$ cat config.mk
export PLATFORM = sky130hd
export DESIGN_NAME = count_sequencer
export DESIGN_NICKNAME = d
export VERILOG_FILES = /design/src/rtl/count_seq_pkg.sv /design/src/rtl/count_seq_core.sv /design/src/rtl/count_sequencer.sv
export SDC_FILE = /design/constraint.sdc
export NUM_CORES = 1
export LEC_CHECK = 0
export ABC_AREA = 1
export BUFFER_PORTS_ARGS = -buffer_cell sky130_fd_sc_hd__buf_4
export CORE_MARGIN = 1
export CORE_UTILIZATION = 46
export DETAILED_ROUTE_END_ITERATION = 10
export PLACE_DENSITY = 0.77
export REMOVE_ABC_BUFFERS = 1
export SLEW_MARGIN = 25
export SYNTH_ARGS = -nofsm -noshare
export SYNTH_HDL_FRONTEND = slang
export SYNTH_HIERARCHICAL = 1
export SYNTH_SLANG_ARGS = --single-unit
$ cat constraint.sdc
create_clock -name i_clk -period 2.57 [get_ports i_clk]
set_input_delay 0.257 -clock i_clk [delete_from_list [all_inputs] [get_ports i_clk]]
set_output_delay 0.257 -clock i_clk [all_outputs]
set_load 0.03 [all_outputs]
$ cat src/rtl/count_seq_pkg.sv
// Shared state encodings and default widths for the count sequencer.
package count_seq_pkg;

    typedef enum logic [1:0] {
        IDLE  = 2'd0,
        RUN   = 2'd1,
        PAUSE = 2'd2,
        DONE  = 2'd3
    } state_t;

    localparam int CNT_W_DEF = 8;
    localparam int PRE_W_DEF = 4;

endpackage

$ cat src/rtl/count_seq_core.sv
// Prescaler plus up-counter datapath with latched prescale/limit,
// clear/enable/wrap controls and a terminal-count match output.
module count_seq_core #(
    parameter int CNT_W = 8,
    parameter int PRE_W = 4
) (
    input  logic             i_clk,
    input  logic             i_reset_n,
    input  logic             i_load,
    input  logic             i_clear,
    input  logic             i_enable,
    input  logic             i_wrap,
    input  logic [PRE_W-1:0] i_prescale,
    input  logic [CNT_W-1:0] i_limit,
    output logic [CNT_W-1:0] o_count,
    output logic             o_step,
    output logic             o_term
);

    logic [PRE_W-1:0] r_pre;
    logic [PRE_W-1:0] r_pre_val;
    logic [CNT_W-1:0] r_limit;
    logic [CNT_W-1:0] r_count;
    logic [CNT_W-1:0] w_count_inc;

    assign w_count_inc = r_count + CNT_W'(1);
    assign o_step      = (r_pre == r_pre_val);
    // Terminal match is only meaningful on the edge that actually steps the count.
    assign o_term      = o_step && (w_count_inc == r_limit);
    assign o_count     = r_count;

    always_ff @(posedge i_clk) begin
        if (!i_reset_n) begin
            r_pre     <= '0;
            r_pre_val <= '0;
            r_limit   <= '0;
            r_count   <= '0;
        end else if (i_load) begin
            r_pre_val <= i_prescale;
            r_limit   <= i_limit;
            r_pre     <= '0;
            r_count   <= '0;
        end else if (i_clear) begin
            r_pre     <= '0;
            r_count   <= '0;
        end else if (i_enable) begin
            if (o_step) begin
                r_pre   <= '0;
                r_count <= (o_term && i_wrap) ? '0 : w_count_inc;
            end else begin
                r_pre   <= r_pre + PRE_W'(1);
            end
        end
    end

endmodule

$ cat src/rtl/count_sequencer.sv
// Run-to-limit timer controller: start/abort/pause sequencing around count_seq_core.
//   state | meaning
//   IDLE  | waiting for start, count cleared
//   RUN   | prescaler and counter advancing
//   PAUSE | run frozen while i_pause is high
//   DONE  | one-shot finished, count holds L
module count_sequencer
    import count_seq_pkg::*;
#(
    parameter int CNT_W = CNT_W_DEF,
    parameter int PRE_W = PRE_W_DEF
) (
    input  logic             i_clk,
    input  logic             i_reset_n,
    input  logic             i_start,
    input  logic             i_abort,
    input  logic             i_pause,
    input  logic             i_periodic,
    input  logic [PRE_W-1:0] i_prescale,
    input  logic [CNT_W-1:0] i_limit,
    output logic [CNT_W-1:0] o_count,
    output logic             o_busy,
    output logic             o_tick,
    output logic             o_done,
    output logic             o_err,
    output logic [1:0]       o_state
);

    state_t r_state;
    logic   r_busy;
    logic   r_tick;
    logic   r_done;
    logic   r_err;

    state_t w_state_nxt;
    logic   w_load;
    logic   w_clear;
    logic   w_enable;
    logic   w_tick_nxt;
    logic   w_done_nxt;
    logic   w_err_nxt;
    logic   w_busy_nxt;
    logic   w_step;
    logic   w_term;

    count_seq_core #(
        .CNT_W (CNT_W),
        .PRE_W (PRE_W)
    ) u_core (
        .i_clk      (i_clk),
        .i_reset_n  (i_reset_n),
        .i_load     (w_load),
        .i_clear    (w_clear),
        .i_enable   (w_enable),
        .i_wrap     (i_periodic),
        .i_prescale (i_prescale),
        .i_limit    (i_limit),
        .o_count    (o_count),
        .o_step     (w_step),
        .o_term     (w_term)
    );

    always_comb begin
        w_state_nxt = r_state;
        w_load      = 1'b0;
        w_clear     = 1'b0;
        w_enable    = 1'b0;
        w_tick_nxt  = 1'b0;
        w_done_nxt  = 1'b0;
        w_err_nxt   = 1'b0;
        if (i_abort) begin
            w_state_nxt = IDLE;
            w_clear     = 1'b1;
        end else begin
            case (r_state)
                IDLE, DONE: begin
                    if (i_start) begin
                        if (i_limit != '0) begin
                            w_load      = 1'b1;
                            w_state_nxt = RUN;
                        end else begin
                            w_err_nxt = 1'b1;
                        end
                    end
                end
                // The resume edge out of PAUSE also advances, so a pause costs
                // exactly as many cycles as i_pause was sampled high.
                RUN, PAUSE: begin
                    if (i_pause) begin
                        w_state_nxt = PAUSE;
                    end else begin
                        w_state_nxt = RUN;
                        w_enable    = 1'b1;
                        if (w_step) begin
                            w_tick_nxt = 1'b1;
                            if (w_term) begin
                                w_done_nxt = 1'b1;
                                if (!i_periodic) begin
                                    w_state_nxt = DONE;
                                end
                            end
                        end
                    end
                end
                default: w_state_nxt = IDLE;
            endcase
        end
    end

    assign w_busy_nxt = (w_state_nxt == RUN) || (w_state_nxt == PAUSE);

    always_ff @(posedge i_clk) begin
        if (!i_reset_n) begin
            r_state <= IDLE;
            r_busy  <= 1'b0;
            r_tick  <= 1'b0;
            r_done  <= 1'b0;
            r_err   <= 1'b0;
        end else begin
            r_state <= w_state_nxt;
            r_busy  <= w_busy_nxt;
            r_tick  <= w_tick_nxt;
            r_done  <= w_done_nxt;
            r_err   <= w_err_nxt;
        end
    end

    assign o_busy  = r_busy;
    assign o_tick  = r_tick;
    assign o_done  = r_done;
    assign o_err   = r_err;
    assign o_state = r_state;

endmodule
Word-level counts from Yosys, hierarchy flattened
Index checks and enable logic that the tools add are counted.
{"block": "totals", "ff_bits": 30, "input_bits": 18, "out_inout_bits": 14, "elab_cells": 56}
{"block": "classes", "add_sub_neg": 2, "eq_ne": 7, "n_mux": 21, "n_bitwise": 5, "n_reduce_logical": 12}
{"cell": "2-to-1 mux 2 bit", "count": 7}
{"cell": "2-to-1 mux 1 bit", "count": 11}
{"cell": "adder 8 x 1 -> 8 bit, second input constant", "count": 1}
{"cell": "equality test 8 bit", "count": 1}
{"cell": "2-to-1 mux 8 bit", "count": 1}
{"cell": "nonzero test 8 bit", "count": 1}
{"cell": "OR reduction 4 bit", "count": 2}
{"cell": "equality test 2 bit, second input constant", "count": 3}
{"cell": "inverter 1 bit", "count": 5}
{"cell": "OR reduction 5 bit", "count": 1}
{"cell": "adder 4 x 1 -> 4 bit, second input constant", "count": 1}
{"cell": "equality test 2 x 1 -> 1 bit, second input constant", "count": 2}
{"cell": "equality test 4 bit", "count": 1}
{"cell": "2-to-1 mux 4 bit", "count": 1}
{"cell": "case mux 2 bit (2 select lines)", "count": 1}
{"cell": "OR reduction 2 bit", "count": 2}
{"cell": "OR reduction 3 bit", "count": 1}
{"cell": "logical AND 1 bit", "count": 2}
{"cell": "logical NOT 2 bit", "count": 1}
{"cell": "AND reduction 2 bit", "count": 1}
{"cell": "logical OR 1 bit", "count": 1}

Logic depth before layout (Yosys ltp)
Gate-level depths: netlist of the first run.
{"block": "logic_depth", "depth_word": 10, "depth_mapped": 17, "depth_no_buf": 17}

Hierarchy
The synthesis of the first run kept the hierarchy.
{"mod": "count_seq_core", "instances": 1, "cells_per_inst": 209, "area_each_um2": 1331.3}
{"mod": "count_sequencer", "instances": 1, "cells_per_inst": 46, "area_each_um2": 314.1}

Worst setup path after synthesis of the first run
OpenSTA, ideal clock, no wires.
{"block": "synth_timing", "path_type": "reg2reg", "from": "register u_core.r_count[0] (netlist: u_core/o_count[0])", "to": "register r_busy (netlist: o_busy)", "setup_ns": 0.109, "t_arrival_ns": 2.110, "required_time_ns": 2.461, "path_slack_ns": 0.351, "stages_incl_launch_ff": 17, "n_path_buf": 0, "period_less_slack_ns": 2.219, "path_cell_list": "dfxtp_1 > ha_1 > nand3_2 > nor2_1 > nand2_1 > nand2_1 > nand2_1 > nand2_1 > nand2_1 > nor2_4 > and2_1 > nor3b_1 > o21ai_1 > nand2_1 > nand3_1 > nand2_1 > inv_1"}
{"block": "synth_between", "elab_chain_cells": 10, "word_cells_on_any_way": 11, "classes_between": "add/sub: 1; eq/ne: 3; mux: 5; reduce/logical: 2"}
{"element": "from (decl)", "line_no": "count_seq_core.sv:23", "source": "logic [CNT_W-1:0] r_count;"}
{"element": "from (signal assigned)", "line_no": "count_seq_core.sv:49", "source": "r_count <= (o_term && i_wrap) ? '0 : w_count_inc;"}
{"element": "adder 8 x 1 -> 8 bit (*)", "line_no": "count_seq_core.sv:26", "source": "assign w_count_inc = r_count + CNT_W'(1);"}
{"element": "equality test 8 bit (*)", "line_no": "count_seq_core.sv:29", "source": "assign o_term = o_step && (w_count_inc == r_limit);"}
{"element": "logical AND 1 bit (*)", "line_no": "count_seq_core.sv:29"}
{"element": "net w_term", "line_no": "count_sequencer.sv:44", "source": "logic w_term;"}
{"element": "2-to-1 mux 2 bit (*)", "line_no": "count_sequencer.sv:96", "source": "if (w_term) begin"}
{"element": "2-to-1 mux 2 bit (*)", "line_no": "count_sequencer.sv:94", "source": "if (w_step) begin"}
{"element": "2-to-1 mux 2 bit (*)", "line_no": "count_sequencer.sv:89", "source": "if (i_pause) begin"}
{"element": "case mux 2 bit (2 select lines) (*)", "line_no": "count_sequencer.sv:75", "source": "case (r_state)"}
{"element": "2-to-1 mux 2 bit (*)", "line_no": "count_sequencer.sv:71", "source": "if (i_abort) begin"}
{"element": "equality test 2 x 1 -> 1 bit / equality test 2 bit (equally long branches)", "line_no": "count_sequencer.sv:110", "source": "assign w_busy_nxt = (w_state_nxt == RUN) || (w_state_nxt == PAUSE);"}
{"element": "logical OR 1 bit (*)", "line_no": "count_sequencer.sv:110"}
{"element": "to (signal assigned)", "line_no": "count_sequencer.sv:121", "source": "r_busy <= w_busy_nxt;"}
{"element": "to (decl)", "line_no": "count_sequencer.sv:30", "source": "logic r_busy;"}
Mark *: on every way through the listed nets, which the timed path passes. The rest lies on a longest branch.
A chain may end at the register's enable or synchronous reset.

Worst setup path after layout of the first run
Ends and elaborated chain as after synthesis.

==> flow_summary.ini, run 1 <==
[synthesis]
mappedNetlistArea_um2 = 1650
syn_avg_cell_area_um2 = 6.45
netlist_top_cells_area = dfxtp_1, nand2_1, inv_1
synthesis.instances = 255
synth_cell_type_count = 30
top_cell_type_s_share_of_synthesized_area_pct = 36.5
yosys_warnings = 6
leading_area_contributor_after_synthesis = dfxtp_1
postSynthRegisterBits = 30
synth_sequential_area_ratio_pct = 36.5

[sta]
timing_worst_slew_pin_value_ns = 0.353
final_period_minus_worst_setup_slack_ns = 2.28
timing.clock.skew_ns = 0.00840
fin_hold_ws_ns = 0.157
setup_viol = 0
fin_ws_ns = 0.293
report.final.slew_viol_count = 0
grt_setup_unrepaired = false
number_of_endpoints_with_negative_hold_slack_in_the_final_report = 0
timing.max_slew.rel_slack_pct = 76.4
layout_worst_path_cycle_share_pct = 88.6
fin_tns_setup_ns = 0
max_freq_mhz = 439

[hold_path]
worst_hold_path_type = input pin to flip-flop

[detailed_routing]
drt_pass1_iterations = 4
via_count = 1597
detail_route.wirelength_um = 3430
viasPerCell = 4.75
drc = 0
routed_wire_length_per_instance_um = 10.2
ant_nets = 0
drt_iter0_markers = 57

[clocking]
clkTransAtPathRegs_ns = 0.09
cts_inserted_buffers = 5
hold_buffers = 0
clockRootBuffer = clkbuf_4
cts.htree.levels = 2
cts.sinks = 30
cts_setup_buffers = 0
tritoncts = built
worst_skew_pair.late_latency_ns = 0.33
cts.path.max_buffers = 2
cts_resized = 0

[floorplan]
placement_rows = 21
starting_utilization_of_the_core_area_pct = 48.5
coreArea_um2 = 3390
die_area_um2 = 3820
ios = 32
floorplan.die.height_um = 61.8
die_x_um = 61.8

[job]
max_cap_violation_count = 0

[final_layout]
n_antenna_cell = 0
flow.area_growth_from_synthesis_pct = 19.8
multi_input_combinational_cell_area_um2 = 875
post-route-util_pct = 58.2
layout_common_cells = nand2_1, inv_1, buf_4
fill_cells = 317
layout.cells.most_common = nand2_1
final_nets = 310
final_layout_size_suffix_gt1_share_pct = 20.3
regArea_um2 = 601

[power_and_ir_drop]
p_int_uw = 634
pwr-share-comb_pct = 13.9
power.density_nw_per_um2 = 441
vdd_drop_max_uv = 318
leakage_power_of_the_design_uw = 0.000935
netSwitchingPower_uw = 235
share_seq_of_total_power_pct = 56.4
power.share.clock_pct = 29.7
power.share.switching_pct = 27.0

[place]
place_hpwl_um = 2650
count_of_buffers_inserted_at_the_top_level_ports = 31
globalplace.congestion = 0.814
post_place_setup_slack_ns = 0.341

[worst_setup_path]
type_of_the_worst_setup_path = flip-flop to flip-flop
worst_setup_path_start_kind = flip-flop
cp_data_arrival_time_ns = 2.56
critPathMaxFanout = 8
critPathRequiredTime_ns = 2.85
worst_setup_path_end_kind = flip-flop

[global_route]
global_route_wire_length_before_repair_um = 5810
grt_max_degree = 21
grt_overflow_total = 0
grt_usage_pct = 21.3
grt_antenna_before_repair = 0
grt_pass1_vias = 1395

[outcome]
run_status = finished clean
-- power by group through the flow --
stage / Clock [uW] / Combinational (uW) / Sequential, uW
2_1_floorplan: 0 / 69.6 / 504
3_3_place_gp: 0 / 120 / 500
3_5_place_dp: 0 / 122 / 501
4_1_cts: 263 / 123 / 490
5_1_grt: 283 / 138 / 492
6_report: 258 / 121 / 490
-- flip-flops by register name, summed over array words and instances, names as in the netlist --
name / count
o_tick: 1
o_err: 1
u_core/r_limit: 8
o_busy: 1
o_state: 2
u_core/r_pre_val: 4
u_core/o_count: 8
o_done: 1
u_core/r_pre: 4
-- worst max-delay path: stages, from the launching register on --
cell	delay (ns)
dfxtp_1	0.49
ha_1	0.31
nand3_2	0.13
nor2_1	0.11
nand2_1	0.07
nand2_1	0.09
nand2_1	0.05
nand2_1	0.05
nand2_1	0.08
nor2_4	0.11
and2_1	0.14
nor3b_1	0.20
o21ai_1	0.08
nand2_1	0.09
nand2_1	0.07
nand2_1	0.06
nand2_1	0.05
inv_1	0.04
-- cells in the mapped netlist --
cell type,count
and2_4,1
nor4_1,1
o21ai_1,3
and2_1,2
a211oi_1,1
xor2_1,2
buf_4,1
dfxtp_1,30
a21oi_1,9
nor2_4,3
nand3_2,2
nand2_1,81
nor3_1,2
nor2_2,5
clkbuf_1,3
inv_2,4
nor3_2,1
inv_1,33
nand4_1,5
ha_1,2
nand3_1,12
nand2_2,3
nor3b_1,1
nor2_1,29
o21ai_0,12
clkinv_1,2
o21ai_2,1
nand3_4,1
buf_2,1
nand3b_1,2
-- through the flow --
stage,std cells,power [uW],area (um2)
2_1_floorplan,250,573,1620
3_3_place_gp,329,620,1930
3_5_place_dp,329,623,1930
4_1_cts,336,876,1970
5_1_grt,336,913,1970
6_report,336,869,1970
-- worst paths after layout --
path | start | to | slack, ns | cells past startpoint
max reg2reg | u_core/o_count[0] | o_busy | 0.29 | 17
min reg2reg | u_core/r_pre_val[0] | u_core/r_pre_val[0] | 0.47 | 2
max | u_core/o_count[0] | o_busy | 0.29 | 17
min | i_limit[5] | u_core/r_limit[5] | 0.16 | 3
-- layout make-up --
class	count	share of cell area (%)
clock buffers	7	2.28
inverters	39	7.42
multi-input cells	181	44.4
flip-flops and latches	30	30.5
well taps	46	2.92
repair buffers	33	12.6
-- routing by layer --
metal  global-route usage, %  part of all wire (%)
met5                       0                     0
met4                    7.94                   1.2
met3                    7.45                   4.6
met2                    37.8                    51
met1                    23.4                    43
-- cells by family after synthesis --
group,Yosys count,synth area share [%]
and+or+nand+nor,151,42.3
buffers and inverters,44,10.3
DFF,30,36.5
AOI/OAI and AO/OA,26,8.29
xor gates and xnor gates,2,1.06
adders and majority gates,2,1.52
No activity file was read; power rests on OpenSTA's default activity.
==> run 2: changes to the inputs <==
--- a/config.mk
+++ b/config.mk
@@ -10,6 +10,8 @@
 export CORE_MARGIN = 1
 export CORE_UTILIZATION = 46
 export DETAILED_ROUTE_END_ITERATION = 10
+export HOLD_SLACK_MARGIN = 0.1
+export MAX_ROUTING_LAYER = met4
 export PLACE_DENSITY = 0.77
 export REMOVE_ABC_BUFFERS = 1
 export SLEW_MARGIN = 25
==> flow_summary.ini, run 2 (synthesis gave the netlist of run 1 again) <==
[outcome]
run_status = finished clean

[final_layout]
final_layout_size_suffix_gt1_share_pct = 20.3
layout_common_cells = nand2_1, inv_1, buf_4
fill_cells = 317
layout.cells.most_common = nand2_1
final_nets = 310
n_antenna_cell = 0
flow.area_growth_from_synthesis_pct = 19.8

[sta]
final_period_minus_worst_setup_slack_ns = 2.28
max_freq_mhz = 439
report.final.slew_viol_count = 0
timing.clock.skew_ns = 0.00809
fin_ws_ns = 0.293
setup_viol = 0
grt_setup_unrepaired = false
timing.max_slew.rel_slack_pct = 76.5
layout_worst_path_cycle_share_pct = 88.6
fin_tns_setup_ns = 0
timing_worst_slew_pin_value_ns = 0.352
fin_hold_ws_ns = 0.155
number_of_endpoints_with_negative_hold_slack_in_the_final_report = 0

[clocking]
clockRootBuffer = clkbuf_4
cts_resized = 0
cts.sinks = 30
cts.path.max_buffers = 2
cts.htree.levels = 2
worst_skew_pair.late_latency_ns = 0.33
tritoncts = built
hold_buffers = 0
cts_inserted_buffers = 5
clkTransAtPathRegs_ns = 0.09
cts_setup_buffers = 0

[place]
place_hpwl_um = 2650
globalplace.congestion = 0.826
count_of_buffers_inserted_at_the_top_level_ports = 31
post_place_setup_slack_ns = 0.341

[power_and_ir_drop]
pwr-share-comb_pct = 13.9
power.share.switching_pct = 27.1
power.share.clock_pct = 29.8
p_int_uw = 634
power.density_nw_per_um2 = 441
netSwitchingPower_uw = 235
share_seq_of_total_power_pct = 56.3
vdd_drop_max_uv = 318
leakage_power_of_the_design_uw = 0.000935

[worst_setup_path]
worst_setup_path_start_kind = flip-flop
cp_cell_sequence = ha_1 -> nand3_2 -> nor2_1 -> nand2_1 -> nand2_1 -> nand2_1 -> nand2_1 -> nand2_1 -> nor2_4 -> and2_1 -> nor3b_1 -> o21ai_1 -> nand2_1 -> nand2_1 -> nand2_1 -> nand2_1 -> inv_1
type_of_the_worst_setup_path = flip-flop to flip-flop
timing.critical_path.slowest_stage_cell = dfxtp_1
critPathRequiredTime_ns = 2.85
cp_data_arrival_time_ns = 2.56
critical_path.top_delay_family = simple AND/OR/NAND/NOR gates
critical_path.most_common_cell = nand2_1
wp_buf_inv = 1
slowest_stage_delay_cp_ns = 0.49
worst_setup_path_end_kind = flip-flop
critPathMaxFanout = 8

[floorplan]
die_area_um2 = 3820
floorplan.die.height_um = 61.8
starting_utilization_of_the_core_area_pct = 48.5
ios = 32
die_x_um = 61.8
coreArea_um2 = 3390
placement_rows = 21

[job]
max_cap_violation_count = 0

[global_route]
grt_overflow_total = 0
global_route_wire_length_before_repair_um = 5800
most_crowded_layer_after_global_routing = met2
grt_usage_pct = 22.0
grt_antenna_before_repair = 0
grt_pass1_vias = 1394
grt_max_degree = 21
groute.layer.met1.usage_pct = 23.4
met2_routing_resource_usage_after_global_routing_pct = 37.8
global_route.usage.met3_pct = 7.45

[detailed_routing]
drc = 0
viasPerCell = 4.72
routed_wire_length_per_instance_um = 10.2
drt_pass1_iterations = 4
via_count = 1587
detail_route.wirelength_um = 3430
drt_iter0_markers = 61
ant_nets = 0

[hold_path]
worst_hold_path_type = input pin to flip-flop
## run 2: cell counts in the layout (fill, tap and decap cells not counted)
Identical to the previous run, type by type.
## run 2: path summary, 6_finish.rpt
kind                       startpoint                   to  slack (ns)  depth (start not counted)
hold / removal             i_limit[5]    u_core/r_limit[5]        0.15                          3
hold reg to reg   u_core/r_pre_val[0]  u_core/r_pre_val[0]        0.47                          2
setup / recovery    u_core/o_count[0]               o_busy        0.29                         17
setup reg to reg    u_core/o_count[0]               o_busy        0.29                         17
## run 2: cell type report
cell class / count / area [um2] / share of cell area [%]
Multi-Input combinational cell: 181 / 875 / 44.4
Sequential cell: 30 / 601 / 30.5
Timing Repair Buffer: 33 / 248 / 12.6
Inverter: 39 / 146 / 7.42
Tap cell: 46 / 57.6 / 2.92
Clock buffer: 7 / 45.0 / 2.28
## run 2: per-layer routing
metal  up-vias  wire length, um
li1        859                -
met1       688             1480
met2        36             1740
met3         4              166
met4         0               42
met5         -                0
## run 2: tightest hold or removal path, delay by kind of cell
family,cells,cell delay (ns)
AND/OR/NAND/NOR,2,0.11
buffers and inverters,1,0.08
## run 2: stage by stage
stage          instances  power [uW]  cell area [um2]  util, %
2_1_floorplan        250         573             1620        -
3_3_place_gp         329         620             1930     56.8
3_5_place_dp         329         623             1930     56.8
4_1_cts              336         876             1970     58.2
5_1_grt              336         913             1970     58.2
6_report             336         869             1970     58.2
## run 2: power groups by stage
stage	combinational (uW)	sequential [uW]	clock, uW
after floorplan	69.6	504	0
after global placement	120	500	0
after detailed placement	122	501	0
after CTS	123	490	263
after global routing	138	492	283
final	121	490	259
==> run 3: changes to the inputs <==
--- a/config.mk
+++ b/config.mk
@@ -8,14 +8,13 @@
 export ABC_AREA = 1
 export BUFFER_PORTS_ARGS = -buffer_cell sky130_fd_sc_hd__buf_4
 export CORE_MARGIN = 1
-export CORE_UTILIZATION = 46
+export CORE_UTILIZATION = 32
 export DETAILED_ROUTE_END_ITERATION = 10
 export HOLD_SLACK_MARGIN = 0.1
 export MAX_ROUTING_LAYER = met4
-export PLACE_DENSITY = 0.77
+export PLACE_DENSITY = 0.6
 export REMOVE_ABC_BUFFERS = 1
 export SLEW_MARGIN = 25
 export SYNTH_ARGS = -nofsm -noshare
 export SYNTH_HDL_FRONTEND = slang
-export SYNTH_HIERARCHICAL = 1
 export SYNTH_SLANG_ARGS = --single-unit
==> flow_summary.ini, run 3 <==
[outcome]
run_status = finished clean

[final_layout]
fill_cells = 532
flow.area_growth_from_synthesis_pct = 22.7
layout.cells.non_filler = 363
final_layout_size_suffix_gt1_share_pct = 18.6
final_nets = 316
layout.cells.most_common = nand2_1
layout_common_cells = nand2_1, inv_1, buf_4
n_antenna_cell = 0

[sta]
setup_viol = 0
number_of_endpoints_with_negative_hold_slack_in_the_final_report = 0
fin_tns_setup_ns = 0
layout_worst_path_cycle_share_pct = 74.1
grt_setup_unrepaired = false
timing_worst_slew_pin_value_ns = 0.357
timing.clock.skew_ns = 0.00463
report.final.slew_viol_count = 0
max_freq_mhz = 525
final_period_minus_worst_setup_slack_ns = 1.90
timing.max_slew.rel_slack_pct = 76.0

[synthesis]
syn_avg_cell_area_um2 = 6.43
postSynth.topFlopCell = dfxtp_1
postSynthRegisterBits = 30
synth_cell_type_count = 26
synth_sequential_area_ratio_pct = 35.8
top_cell_type_s_share_of_synthesized_area_pct = 35.8
yosys_warnings = 0
post-synth-top-count-cell = nand2_1
netlist_top_cells_area = dfxtp_1, nand2_1, inv_1
mappedNetlistArea_um2 = 1680
synth_edf_count = 0
leading_area_contributor_after_synthesis = dfxtp_1
async_flop_share_pct = 0
synthesis.instances = 261
synth_common_cells = nand2_1, inv_1, nor2_1

[worst_setup_path]
worstReg2RegStart = u_core.o_count[1]
critPathMaxFanout = 6
crit_path_start = u_core.o_count[1]
type_of_the_worst_setup_path = flip-flop to flip-flop
critPathRequiredTime_ns = 2.75
worst_setup_path_start_kind = flip-flop
cp_data_arrival_time_ns = 2.09
worst_setup_path_end_kind = flip-flop

[floorplan]
die_area_um2 = 5540
ios = 32
placement_rows = 25
floorplan.die.height_um = 74.4
die_x_um = 74.4
starting_utilization_of_the_core_area_pct = 34.4
coreArea_um2 = 4880

[clocking]
cts_inserted_buffers = 5
cts_resized = 0
cts.path.max_buffers = 2
hold_buffers = 0
cts_setup_buffers = 0
cts.htree.levels = 2
clkTransAtPathRegs_ns = 0.06
tritoncts = built
clockRootBuffer = clkbuf_8
cts.sinks = 30
worst_skew_pair.late_latency_ns = 0.28

[power_and_ir_drop]
power.density_nw_per_um2 = 474
power.share.clock_pct = 37.1
power.share.switching_pct = 26.5
vdd_drop_max_uv = 205
pwr-share-comb_pct = 12.8
share_seq_of_total_power_pct = 50.1
p_int_uw = 717
netSwitchingPower_uw = 259
leakage_power_of_the_design_uw = 0.000933

[detailed_routing]
viasPerCell = 4.55
drc = 0
drt_pass1_iterations = 4
via_count = 1650
detail_route.wirelength_um = 4080
ant_nets = 0
drt_iter0_markers = 91
routed_wire_length_per_instance_um = 11.2

[job]
max_cap_violation_count = 0

[hold_path]
worstHoldStart = i_abort
worst_hold_path_type = input pin to flip-flop

[global_route]
grt_pass1_vias = 1414
grt_antenna_before_repair = 0
grt_overflow_total = 0
grt_max_degree = 23
global_route_wire_length_before_repair_um = 6550
grt_usage_pct = 16.5

[place]
count_of_buffers_inserted_at_the_top_level_ports = 31
place.detailed.instances = 356
globalplace.congestion = 0.868
place_hpwl_um = 3160
==> run 3: routing by layer <==
layer	vias up	GRT usage, %	routed length (um)
li1	903	-	-
met1	707	19.9	1930
met2	34	25.8	1950
met3	6	4.47	156
met4	0	6.71	44
met5	-	-	0
==> run 3: layout make-up <==
class / count / area [um2] / share of cell area (%)
well taps: 67 / 83.8 / 4.07
flip-flops and latches: 30 / 601 / 29.2
multi-input cells: 188 / 912 / 44.3
inverters: 39 / 146 / 7.11
clock buffers: 7 / 76.3 / 3.71
repair buffers: 32 / 240 / 11.7
==> run 3: kinds of logic after synthesis <==
group	after synthesis	share of synthesized area [%]
adder cells (fa/ha/maj)	2	1.49
AO/OA/AOI/OAI	34	10.6
buffers and inverters	43	9.91
AND/OR/NAND/NOR	149	40.7
XOR/XNOR	3	1.57
flip-flops	30	35.8
==> run 3: metrics by stage <==
| step | utilization (%) | cell area, um2 | setup WS [ns] | hold slack (ns) | total power, uW |
|---|---|---|---|---|---|
| after floorplan | - | 1660 | 0.699 | 0.347 | 575 |
| after global placement | 40.6 | 1980 | 0.695 | 0.457 | 624 |
| after detailed placement | 40.6 | 1980 | 0.685 | 0.464 | 625 |
| after CTS | 42.2 | 2060 | 0.675 | 0.204 | 987 |
| after global routing | 42.2 | 2060 | 0.429 | 0.220 | 1020 |
| final | 42.2 | 2060 | 0.665 | 0.211 | 976 |
==> run 3: power by group through the flow <==
stage          Combinational [uW]  Clock (uW)  Sequential, uW
2_1_floorplan                72.4           0             503
3_3_place_gp                  124           0             499
3_5_place_dp                  125           0             500
4_1_cts                       126         372             489
5_1_grt                       141         391             491
6_report                      125         362             489
==> run 3: worst max-delay path, cell delays in order, from the launching register on <==
cell,delay (ns)
dfxtp_1,0.42
ha_1,0.30
nand2_1,0.10
inv_1,0.11
nand3_1,0.09
nand3_1,0.12
nand2_1,0.06
nor2_1,0.20
nand4_1,0.14
nand2_1,0.10
nand2_1,0.06
nand2_1,0.06
nand2_1,0.04
==> run 3: path summary, 6_finish.rpt <==
check / depth (start not counted) / endpoint / slack (ns)
worst max-delay path: 12 / o_busy / 0.67
worst min-delay path: 2 / o_state[0] / 0.21
worst max register to register: 12 / o_busy / 0.67
worst min register to register: 2 / u_core.r_pre_val[1] / 0.47
